$ cat src/rtl/mem_bus_arbiter_pkg.sv
// ---------------------------------------------------------------------------
// mem_bus_arbiter_pkg
// Shared definitions for the IF/MEM memory bus arbiter:
//   - FSM state encoding (IDLE, D_ADDR, D_DATA, I_ADDR, I_DATA)
//   - bus size codes (byte / half / word)
// ---------------------------------------------------------------------------
package mem_bus_arbiter_pkg;

    localparam logic [2:0] IDLE   = 3'd0;
    localparam logic [2:0] D_ADDR = 3'd1;
    localparam logic [2:0] D_DATA = 3'd2;
    localparam logic [2:0] I_ADDR = 3'd3;
    localparam logic [2:0] I_DATA = 3'd4;

    typedef enum logic [2:0] {
        ST_IDLE   = IDLE,
        ST_D_ADDR = D_ADDR,
        ST_D_DATA = D_DATA,
        ST_I_ADDR = I_ADDR,
        ST_I_DATA = I_DATA
    } arb_state_t;

    localparam logic [1:0] SZ_BYTE = 2'd0;
    localparam logic [1:0] SZ_HALF = 2'd1;
    localparam logic [1:0] SZ_WORD = 2'd2;

endpackage

$ cat src/rtl/mem_bus_arbiter_arb_hold_reg.sv
// ---------------------------------------------------------------------------
// arb_hold_reg
// Holds the data returned for one pipeline port together with its done flag.
// The done flag tells the port that its access has completed, so the stage
// does not re-issue it while the pipeline is stalled.
// Ports:
//   clk, rst     clock, synchronous active-low reset
//   capture      bus data returned for this port this cycle
//   discard      returned data belongs to a squashed access; do not mark done
//   clear        pipeline advances (or fetch redirect): drop the done flag
//   rdata_in     bus read data
//   data         held data
//   done         access of this port has completed
// ---------------------------------------------------------------------------
module arb_hold_reg #(
    parameter int DATA_W = 32
) (
    input  logic              clk,
    input  logic              rst,
    input  logic              capture,
    input  logic              discard,
    input  logic              clear,
    input  logic [DATA_W-1:0] rdata_in,
    output logic [DATA_W-1:0] data,
    output logic              done
);

    always_ff @(posedge clk) begin
        if (!rst) begin
            data <= '0;
            done <= 1'b0;
        end else begin
            if (capture) begin
                data <= rdata_in;
            end
            // A completion wins over a simultaneous clear: the stage has not
            // yet seen the data, so it must stay marked done for the next cycle.
            if (capture && !discard) begin
                done <= 1'b1;
            end else if (clear) begin
                done <= 1'b0;
            end
        end
    end

endmodule

$ cat src/rtl/mem_bus_arbiter.sv
// ---------------------------------------------------------------------------
// mem_bus_arbiter
// Shares one sram-like bus between instruction fetch (IF) and data (MEM).
// One outstanding transaction at a time; data port has priority. Returned
// data is held (with a done flag) until the pipeline advances so a stalled
// stage never re-issues its access. Fetches can be squashed by i_flush.
// Ports:
//   clk, rst                       clock, synchronous active-low reset
//   i_req/i_addr/i_rdata/i_stall   fetch port
//   d_req/d_wen/d_size/d_addr/d_wdata/d_rdata/d_stall  data port
//   cpu_stall                      global pipeline stall
//   i_flush                        fetch redirect
//   mem_*                          bus towards the bridge
// Optional (macro ARB_PERF_CNT_EN):
//   perf_istall_cnt, perf_dstall_cnt  cycles with i_stall / d_stall high
// ---------------------------------------------------------------------------
module mem_bus_arbiter
    import mem_bus_arbiter_pkg::*;
#(
    parameter int ADDR_W = 32,
    parameter int DATA_W = 32
) (
    input  logic              clk,
    input  logic              rst,
    input  logic              i_req,
    input  logic [ADDR_W-1:0] i_addr,
    output logic [DATA_W-1:0] i_rdata,
    output logic              i_stall,
    input  logic              d_req,
    input  logic [3:0]        d_wen,
    input  logic [1:0]        d_size,
    input  logic [ADDR_W-1:0] d_addr,
    input  logic [DATA_W-1:0] d_wdata,
    output logic [DATA_W-1:0] d_rdata,
    output logic              d_stall,
    input  logic              cpu_stall,
    input  logic              i_flush,
    output logic              mem_req,
    output logic              mem_wr,
    output logic [1:0]        mem_size,
    output logic [ADDR_W-1:0] mem_addr,
    output logic [DATA_W-1:0] mem_wdata,
    input  logic              mem_addr_ok,
    input  logic              mem_data_ok,
    input  logic [DATA_W-1:0] mem_rdata
`ifdef ARB_PERF_CNT_EN
    ,
    output logic [31:0]       perf_istall_cnt,
    output logic [31:0]       perf_dstall_cnt
`endif
);

    arb_state_t        state_reg, state_next;
    logic              discard_reg;
    logic              wr_reg;
    logic [1:0]        size_reg;
    logic [ADDR_W-1:0] addr_reg;
    logic [DATA_W-1:0] wdata_reg;

    logic load_d, load_i, cap_d, cap_i;
    logic i_done, d_done;
    logic i_discard;

    // ---------------- next-state logic ----------------
    always_comb begin
        state_next = state_reg;
        load_d     = 1'b0;
        load_i     = 1'b0;
        cap_d      = 1'b0;
        cap_i      = 1'b0;
        case (state_reg)
            ST_IDLE: begin
                if (d_req && !d_done) begin
                    state_next = ST_D_ADDR;
                    load_d     = 1'b1;
                end else if (i_req && !i_done && !i_flush) begin
                    state_next = ST_I_ADDR;
                    load_i     = 1'b1;
                end
            end
            ST_D_ADDR: begin
                if (mem_addr_ok) state_next = ST_D_DATA;
            end
            ST_D_DATA: begin
                if (mem_data_ok) begin
                    state_next = ST_IDLE;
                    cap_d      = 1'b1;
                end
            end
            ST_I_ADDR: begin
                // Once the address is accepted the fetch must be completed,
                // even if flushed in the same cycle.
                if (mem_addr_ok)  state_next = ST_I_DATA;
                else if (i_flush) state_next = ST_IDLE;
            end
            ST_I_DATA: begin
                if (mem_data_ok) begin
                    state_next = ST_IDLE;
                    cap_i      = 1'b1;
                end
            end
            default: state_next = ST_IDLE;
        endcase
    end

    always_ff @(posedge clk) begin
        if (!rst) state_reg <= ST_IDLE;
        else      state_reg <= state_next;
    end

    // ---------------- bus field registers ----------------
    always_ff @(posedge clk) begin
        if (!rst) begin
            wr_reg    <= 1'b0;
            size_reg  <= SZ_BYTE;
            addr_reg  <= '0;
            wdata_reg <= '0;
        end else if (load_d) begin
            wr_reg    <= |d_wen;
            size_reg  <= d_size;
            addr_reg  <= d_addr;
            wdata_reg <= d_wdata;
        end else if (load_i) begin
            wr_reg    <= 1'b0;
            size_reg  <= SZ_WORD;
            addr_reg  <= i_addr;
        end
    end

    // ---------------- fetch discard tracking ----------------
    always_ff @(posedge clk) begin
        if (!rst) begin
            discard_reg <= 1'b0;
        end else if (state_reg == ST_I_ADDR && mem_addr_ok && i_flush) begin
            discard_reg <= 1'b1;
        end else if (state_reg == ST_I_DATA) begin
            if (mem_data_ok)  discard_reg <= 1'b0;
            else if (i_flush) discard_reg <= 1'b1;
        end
    end

    // A flush arriving together with data_ok squashes that fetch as well.
    assign i_discard = discard_reg | (state_reg == ST_I_DATA && i_flush);

    // ---------------- per-port hold registers ----------------
    arb_hold_reg #(.DATA_W(DATA_W)) u_hold_i (
        .clk      (clk),
        .rst      (rst),
        .capture  (cap_i),
        .discard  (i_discard),
        .clear    (!cpu_stall || i_flush),
        .rdata_in (mem_rdata),
        .data     (i_rdata),
        .done     (i_done)
    );

    arb_hold_reg #(.DATA_W(DATA_W)) u_hold_d (
        .clk      (clk),
        .rst      (rst),
        .capture  (cap_d),
        .discard  (1'b0),
        .clear    (!cpu_stall),
        .rdata_in (mem_rdata),
        .data     (d_rdata),
        .done     (d_done)
    );

    // ---------------- outputs ----------------
    assign mem_req   = (state_reg == ST_D_ADDR) || (state_reg == ST_I_ADDR);
    assign mem_wr    = wr_reg;
    assign mem_size  = size_reg;
    assign mem_addr  = addr_reg;
    assign mem_wdata = wdata_reg;

    assign i_stall = i_req & ~i_done;
    assign d_stall = d_req & ~d_done;

`ifdef ARB_PERF_CNT_EN
    always_ff @(posedge clk) begin
        if (!rst) begin
            perf_istall_cnt <= '0;
            perf_dstall_cnt <= '0;
        end else begin
            if (i_stall) perf_istall_cnt <= perf_istall_cnt + 32'd1;
            if (d_stall) perf_dstall_cnt <= perf_dstall_cnt + 32'd1;
        end
    end
`endif

endmodule
$ cat config.mk
export PLATFORM = sky130hd
export DESIGN_NAME = mem_bus_arbiter
export DESIGN_NICKNAME = d
export VERILOG_FILES = /design/src/rtl/mem_bus_arbiter_pkg.sv /design/src/rtl/mem_bus_arbiter_arb_hold_reg.sv /design/src/rtl/mem_bus_arbiter.sv
export SDC_FILE = /design/constraint.sdc
export NUM_CORES = 1
export LEC_CHECK = 0
export BUFFER_PORTS_ARGS = -buffer_cell sky130_fd_sc_hd__buf_2
export CAP_MARGIN = 20
export CORE_ASPECT_RATIO = 1.1
export CORE_MARGIN = 5
export CORE_UTILIZATION = 49
export DETAILED_ROUTE_END_ITERATION = 6
export HOLD_SLACK_MARGIN = 0.1
export PLACE_DENSITY = 0.85
export SKIP_LAST_GASP = 1
export SYNTH_ARGS = -nofsm -noshare
export SYNTH_HDL_FRONTEND = slang
export SYNTH_HIERARCHICAL = 1
export SYNTH_SLANG_ARGS = --single-unit
$ cat constraint.sdc
create_clock -name clk -period 2.2 [get_ports clk]
set_input_delay 0.11 -clock clk [delete_from_list [all_inputs] [get_ports clk]]
set_output_delay 0.11 -clock clk [all_outputs]
set_load 0.005 [all_outputs]
==> metrics.log, run 1 <==
[metrics] outcome: complete, no violations
[metrics] unrepaired setup endpoints after global routing: false
[metrics] switching power of the nets: approximately 1700 uW
[metrics] count of buffering cells on the critical path with inverters included: 4
[metrics] peak fanout along the critical path: 35
[metrics] cell-internal power: approximately 5000 uW
[metrics] clock buffer count from CTS: 17
[metrics] Peak supply drop: 0.0004801 V
[metrics] Critical Path AT: roughly 2500 ps
[metrics] clock buffer depth: 2
[metrics] prevailing post-synth register cell: dfxtp_1
[metrics] cell chain of the critical path: dlygate4sd3_1 -> buf_2 -> nor3b_2 -> o21a_1 -> buf_4 -> o221a_2 -> dlygate4sd3_1
[metrics] ys async rst share: 0%
[metrics] number of global-route vias before repair: slightly above 6,000
[metrics] clock tree from TritonCTS: built
[metrics] Yosys top cell by area: dfxtp_1
[metrics] Die Span Y: about 120 microns
[metrics] overall die area: ~14,000 sq um
[metrics] most repeated cell in the gate-level netlist after synthesis: dfxtp_1
[metrics] global-route wire length before repair: 32.02 mm
[metrics] synthesized instance count: 522
[metrics] worst slack on hold paths: 158.8 ps
[metrics] cell row count: 40
[metrics] highest achievable clock rate: ~0.47 GHz
[metrics] maximum capacitance violations: 0
[metrics] Clock Pin Slew Worst Setup and Hold Paths: about 60 ps
[metrics] crit start category: primary input
[metrics] class of the most critical setup path: primary input to flip-flop
[metrics] Max-Slew Margin vs Limit: about three fifths
[metrics] Final min period: 2141 ps
[metrics] slowest stage delay, CP: approximately 560 ps
[metrics] cell types with the highest counts after synthesis: 137 x dfxtp_1, 67 x nor2b_1, 64 x mux2i_1, 36 x a21oi_1, 33 x o21ai_0
[metrics] overall fraction of global-route tracks in use: between 20% and 30%
[metrics] share of post-route cells with drive strength above 1: between 30% and 40%
[metrics] leading cell types by total area after synthesis: dfxtp_1 49%, mux2i_1 12%, nor2b_1 7.5%, o221a_2 6.3%, o31a_1 5.0%
[metrics] power density normalized to cell area: roughly 760 nW/um^2
[metrics] # IOs: approximately 280
[metrics] share of the yosys chip area belonging to registers: approximately 49%
[metrics] setup violators final: 0
[metrics] post-synthesis instance area: approximately 5600 sq um
[metrics] Skew-Pair Late Insertion Delay: between 400 and 500 ps
[metrics] Total Routed Length: 20.74 mm
[metrics] Switching Fraction: approximately 26%
[metrics] weighted congestion at the end of routability-driven global placement: 0.8261
[metrics] leftover overflow at the end of global routing: 0
[metrics] pin count of the biggest net entering global routing: 64
[metrics] Total Negative Setup Slacks: 0 ps
[metrics] final setup skew: around 7.2 ps
[metrics] static leakage: 0.003888 uW
[metrics] Final Net Count: between 1,000 and 1,500
[metrics] count of nets left with antenna violations after detail routing: 0
[metrics] mean routed wirelength per cell: between 15 and 20 microns
[metrics] register bit count reported by yosys: around 140
[metrics] Yosys cell types: 40
[metrics] Least-Margin Pin Slew: 627.4 ps
[metrics] relative contribution of combinational cells to total power: 18.0%
[metrics] buffer type at the clock tree root: clkbuf_16
[metrics] average footprint of a synthesized cell: 10.66 sq um
[metrics] endpoint required time on the critical path: about 2500 ps
[metrics] relative contribution of sequential cells to total power: approximately two fifths
[metrics] number of remaining DRC errors: 0
[metrics] post-layout worst setup margin: 59.07 ps
[metrics] total power of the final layout: between 6000 and 7000 uW
[metrics] capturing element type of the critical path: flip-flop
[metrics] crit path max-delay cell type: dlygate4sd3_1
[metrics] DRC violation total after the first TritonRoute iteration: ~720
[metrics] via/cell ratio: around 5.5
[metrics] yosys warns: 6
[metrics] Final Cycle Share: a little over nine tenths
[metrics] Clock Sink Count: between 100 and 150
[metrics] Starting Density: between 50% and 60%
[metrics] DIE WIDTH: about 110 microns
[metrics] floorplan core area: approximately 11,000 sq um
[metrics] IO Port Bufs: 275
[metrics] synthesized net count: between 600 and 700
[metrics] cell occurring most often along the worst timing path: dlygate4sd3_1
[metrics] detailed-routing iteration count for the pre-antenna-repair pass: 6
[metrics] H-tree depth reported by CTS: 4
[metrics] Via Count: between 5,000 and 6,000
[metrics] number of antenna violations at the first check in global routing: 3
[metrics] Clk network pwr share: 41.0%
[metrics] number of pins exceeding their max-slew limit in the final report: 0
[metrics] DP Worst Slack: about 420 ps
[metrics] area fraction of the dominant cell type after synthesis: 49.30%
[metrics] total count of hold-check failures in the final report: 0
[metrics] Synth-to-Final Area Change: 59.92%
[metrics] number of synthesized flops with an enable pin: 0
[metrics] class of the most critical hold timing path: primary input to flip-flop
[metrics] kind of cell adding the most delay to the critical path: buffers and inverters
[metrics] total half-perimeter wirelength after legalization and detailed placement: approximately 11 mm
worst reg2reg max path: stages, from the launching register on:
cell and delay, ps:
dfxtp_1 330, nor3b_2 310, o21a_1 160, buf_4 370, o221a_2 270, dlygate4sd3_1 560
kinds of logic (layout without fill, tap and decap cells):
| kind of cell | count (synthesis) | count (layout) | share of synthesized area (%) |
|---|---|---|---|
| other | 1 | 5 | 0.06741 |
| muxes | 64 | 64 | 11.52 |
| DFF | 137 | 137 | 49.30 |
| buffers and inverters | 54 | 461 | 6.658 |
| and+or+nand+nor | 123 | 123 | 13.25 |
| AOI/OAI and AO/OA | 143 | 143 | 19.21 |
power groups by stage:
stage / sequential (uW) / clock, uW / combinational, uW
after floorplan: 2790 / 0 / 543
after global placement: 2790 / 0 / 902
after detailed placement: 2790 / 0 / 934
after CTS: 2740 / 2780 / 1140
after global routing: 2770 / 2910 / 1290
final: 2760 / 2750 / 1210
layer usage:
metal / vias to the layer above / wire (microns) / track usage [%]
met1: 2762 / 7701 / 32.63
li1: 2696 / - / -
met2: 405 / 10360 / 50.00
met3: 80 / 1814 / 9.141
met4: 0 / 863 / 15.89
met5: - / 0 / 0
through the flow:
| step | utilization (%) | cell area (sq um) | instances |
|---|---|---|---|
| 2_1_floorplan | - | 5563 | 522 |
| 3_3_place_gp | 62.98 | 6934 | 907 |
| 3_5_place_dp | 62.98 | 6934 | 907 |
| 4_1_cts | 80.42 | 8855 | 1073 |
| 5_1_grt | 80.77 | 8894 | 1079 |
| 6_report | 80.80 | 8896 | 1080 |
worst paths after layout:
kind / slack, ps / startpoint / cells past startpoint / endpoint
min: 160 / d_addr[29] / 3 / mem_addr[29]
max reg2reg: 150 / u_hold_i/done / 5 / mem_addr[8]
max: 60 / i_flush / 7 / mem_addr[8]
min reg2reg: 470 / discard_reg / 2 / discard_reg
cell type report:
cell class	instances	area, sq um
multi-input combinational	331	2465
antenna	4	10.01
fill	658	2115
clock buffer	20	446.7
clock inverter	11	122.6
inverter	4	15.01
timing repair buffer	426	2910
sequential	137	2743
tap	147	183.9
cells in the final DEF, fill, tap and decap left out, types with 2 or more instances in the layout:
cell type / n
buf_2: 275
dfxtp_1: 137
dlygate4sd3_1: 135
nor2b_1: 67
mux2i_1: 64
a21oi_1: 36
o21ai_0: 33
nand3_1: 32
o31a_1: 32
o221a_2: 31
clkbuf_16: 17
buf_4: 11
nand2_1: 6
nand2b_1: 5
buf_12: 5
diode_2: 4
clkinv_2: 4
nor3b_1: 2
inv_1: 2
o221a_1: 2
clkbuf_1: 2
clkinv_4: 2
bufinv_16: 2
inv_6: 2
a21boi_0: 2
repair_timing:
item | CTS | global route
hold endpoints to repair | 136 | 0
setup endpoints to repair | 0 | 11
gates resized for setup | 0 | 2
hold buffers | 135 | 0
setup buffers | 0 | 3
Note: power is estimated with default switching activity, not from simulation.
==> run 2, diff against run 1 <==
CORE_UTILIZATION = 51   (was 49)
CTS_BUF_LIST = sky130_fd_sc_hd__clkbuf_8   (was not set)
PLACE_DENSITY = 0.88   (was 0.85)
clock period = 2.6 ns   (was 2.2 ns; I/O delays follow)
==> metrics.log, run 2 (synthesis gave the netlist of run 1 again) <==
[metrics] overall fraction of global-route tracks in use: 30.88% (+1.6 points)
[metrics] detailed-routing iteration count for the pre-antenna-repair pass: 5 (-1)
[metrics] launch point of the worst hold path: d_addr[22]
[metrics] Max-Slew Margin vs Limit: 56.27% (-1.9 points)
[metrics] DIE WIDTH: 109.6 microns (-1.8%)
[metrics] static leakage: 0.003796 uW (-2.3%)
[metrics] Clock Sink Count: 137 (unchanged)
[metrics] leftover overflow at the end of global routing: 0 (unchanged)
[metrics] maximum capacitance violations: 0 (unchanged)
[metrics] number of global-route vias before repair: 6,228 (+1.8%)
[metrics] Post-CTS Setup Repair Bufs: 0 (unchanged)
[metrics] mean routed wirelength per cell: 19.41 microns (+1.1%)
[metrics] Final Cycle Share: about 90%
[metrics] clock buffer depth: 2 (unchanged)
[metrics] crit path max-delay cell type: or3_4
[metrics] post-layout instance count excluding filler cells: 1,071 (-0.83%)
[metrics] clock buffer count from CTS: 17 (unchanged)
[metrics] final setup skew: 9.638 ps (+2.461 ps)
[metrics] class of the most critical setup path: flip-flop to flip-flop
[metrics] critical path startpoint: state_reg[2]
[metrics] Clock Pin Slew Worst Setup and Hold Paths: 80 ps (+20 ps)
[metrics] cell-internal power: 3847 uW (-23%)
[metrics] relative contribution of combinational cells to total power: 19.8% (+1.8 points)
[metrics] unrepaired setup endpoints after global routing: false
[metrics] switching power of the nets: 1412 uW (-19%)
[metrics] highest achievable clock rate: 0.4377 GHz
[metrics] relative contribution of sequential cells to total power: 44.3% (+3.2 points)
[metrics] origin of the critical flop-to-flop path: state_reg[2]
[metrics] Clk network pwr share: 35.9% (-5.1 points)
[metrics] count of nets left with antenna violations after detail routing: 0 (unchanged)
[metrics] DRC violation total after the first TritonRoute iteration: 651 (-9.7%)
[metrics] Peak supply drop: 0.0004690 V (-2.3%)
[metrics] Final min period: 2285 ps
[metrics] most frequent standard cell in the layout excluding fill and tap cells: buf_2
[metrics] pin count of the biggest net entering global routing: 68 (+6.3%)
[metrics] DP Worst Slack: 628.7 ps (+212.2 ps)
[metrics] Skew-Pair Late Insertion Delay: 430 ps (+20 ps)
[metrics] Starting Density: 51.46% (+0.94 points)
[metrics] Via Count: 5,972 (+0.49%)
[metrics] Total Negative Setup Slacks: 0 ps (unchanged)
[metrics] slowest stage delay, CP: 680 ps (+120 ps)
[metrics] total count of hold-check failures in the final report: 0 (unchanged)
[metrics] buffer type at the clock tree root: clkbuf_8
[metrics] number of pins exceeding their max-slew limit in the final report: 0 (unchanged)
[metrics] Post-Route Utilization: 79.77% (-1.0 points)
[metrics] Synth-to-Final Area Change: 55.02%
[metrics] total power of the final layout: 5259 uW (-22%)
[metrics] overall die area: 13,100 sq um (-3.6%)
[metrics] endpoint required time on the critical path: 2920 ps (+380 ps)
[metrics] outcome: complete, no violations
[metrics] share of post-route cells with drive strength above 1: 38.22% (-0.32 points)
[metrics] Placed Cells: 904 (-0.33%)
[metrics] commonest cells after routing, fill and taps aside: 275 x buf_2, 137 x dfxtp_1, 132 x dlygate4sd3_1, 67 x nor2b_1, 64 x mux2i_1
[metrics] fill cell instance count of the final layout: 623 (-5.3%)
[metrics] number of remaining DRC errors: 0 (unchanged)
[metrics] power density normalized to cell area: 609.9 nW/um^2 (-19%)
[metrics] cell chain of the critical path: or3_4 -> o31a_1 -> o221a_2 -> dlygate4sd3_1
[metrics] crit start category: flip-flop
[metrics] Least-Margin Pin Slew: 655.9 ps (+28.44 ps)
[metrics] capturing element type of the critical path: flip-flop
[metrics] class of the most critical hold timing path: primary input to flip-flop
[metrics] weighted congestion at the end of routability-driven global placement: 0.7874 (-4.7%)
[metrics] number of antenna violations at the first check in global routing: 2 (-1)
[metrics] setup violators final: 0 (unchanged)
[metrics] cell row count: 40 (unchanged)
[metrics] Total Routed Length: 20.79 mm (+0.26%)
[metrics] Switching Fraction: 26.85% (+1.0 points)
[metrics] total half-perimeter wirelength after legalization and detailed placement: 11.30 mm (-0.97%)
[metrics] Final Net Count: 1,050 (-0.85%)
[metrics] post-layout worst setup margin: 315.4 ps (+256.4 ps)
[metrics] Critical Path AT: 2600 ps (+120 ps)
[metrics] clock tree from TritonCTS: built
[metrics] # IOs: 276 (unchanged)
[metrics] Die Span Y: 119.5 microns (-1.8%)
[metrics] global-route wire length before repair: 31.70 mm (-0.99%)
[metrics] H-tree depth reported by CTS: 4 (unchanged)
[metrics] IO Port Bufs: 275 (unchanged)
[metrics] floorplan core area: 10,810 sq um (-1.8%)
[metrics] via/cell ratio: 5.576 (+1.3%)
[metrics] peak fanout along the critical path: 64 (+83%)
run 2: cell type report:
type	instances	area, sq um	area share, %
Antenna cell	3	7.507	0.08706
Clock buffer	18	247.7	2.873
Clock inverter	14	181.4	2.104
Inverter	4	15.01	0.1741
Multi-Input combinational cell	331	2460	28.53
Sequential cell	137	2743	31.80
Tap cell	147	183.9	2.133
Timing Repair Buffer	417	2785	32.30
run 2: through the flow:
stage	hold slack, ps	area [sq um]
2_1_floorplan	246.9	5563
3_3_place_gp	383.6	6862
3_5_place_dp	387.9	6862
4_1_cts	103.4	8612
5_1_grt	134.3	8621
6_report	155.0	8623
run 2: timing repair:
item                       CTS  global route
hold buffers               132             0
gates resized for setup      0             1
hold endpoints to repair   135             0
setup endpoints to repair    0            30
run 2: layer usage:
metal / part of all wire, % / global-route usage (%) / wire (microns) / vias up
met3: 9.0 / 8.230 / 1872 / 121
met2: 50 / 52.63 / 10330 / 437
met4: 5.8 / 19.02 / 1212 / 0
met1: 35 / 33.50 / 7371 / 2746
li1: - / - / - / 2668
met5: 0 / 0 / 0 / -
run 2: power groups by stage:
stage	clock [uW]	combinational, uW	sequential, uW
CTS	1900	975	2320
finish	1890	1040	2330
global route	2000	1110	2340
floorplan	0	459	2360
detailed placement	0	769	2360
global placement	0	736	2360
run 2: worst paths after layout:
path | slack, ps | end | cells after the start
setup / recovery | 320 | mem_addr[27] | 4
hold / removal | 150 | mem_addr[22] | 3
setup reg to reg | 320 | mem_addr[27] | 4
hold reg to reg | 470 | discard_reg | 2
run 2: worst max-delay path, delay by kind of cell, from the launching register on:
family          cells  cell delay, ps
simple gates        1             680
buf+inv             1             560
compound gates      2             500
flops               1             400
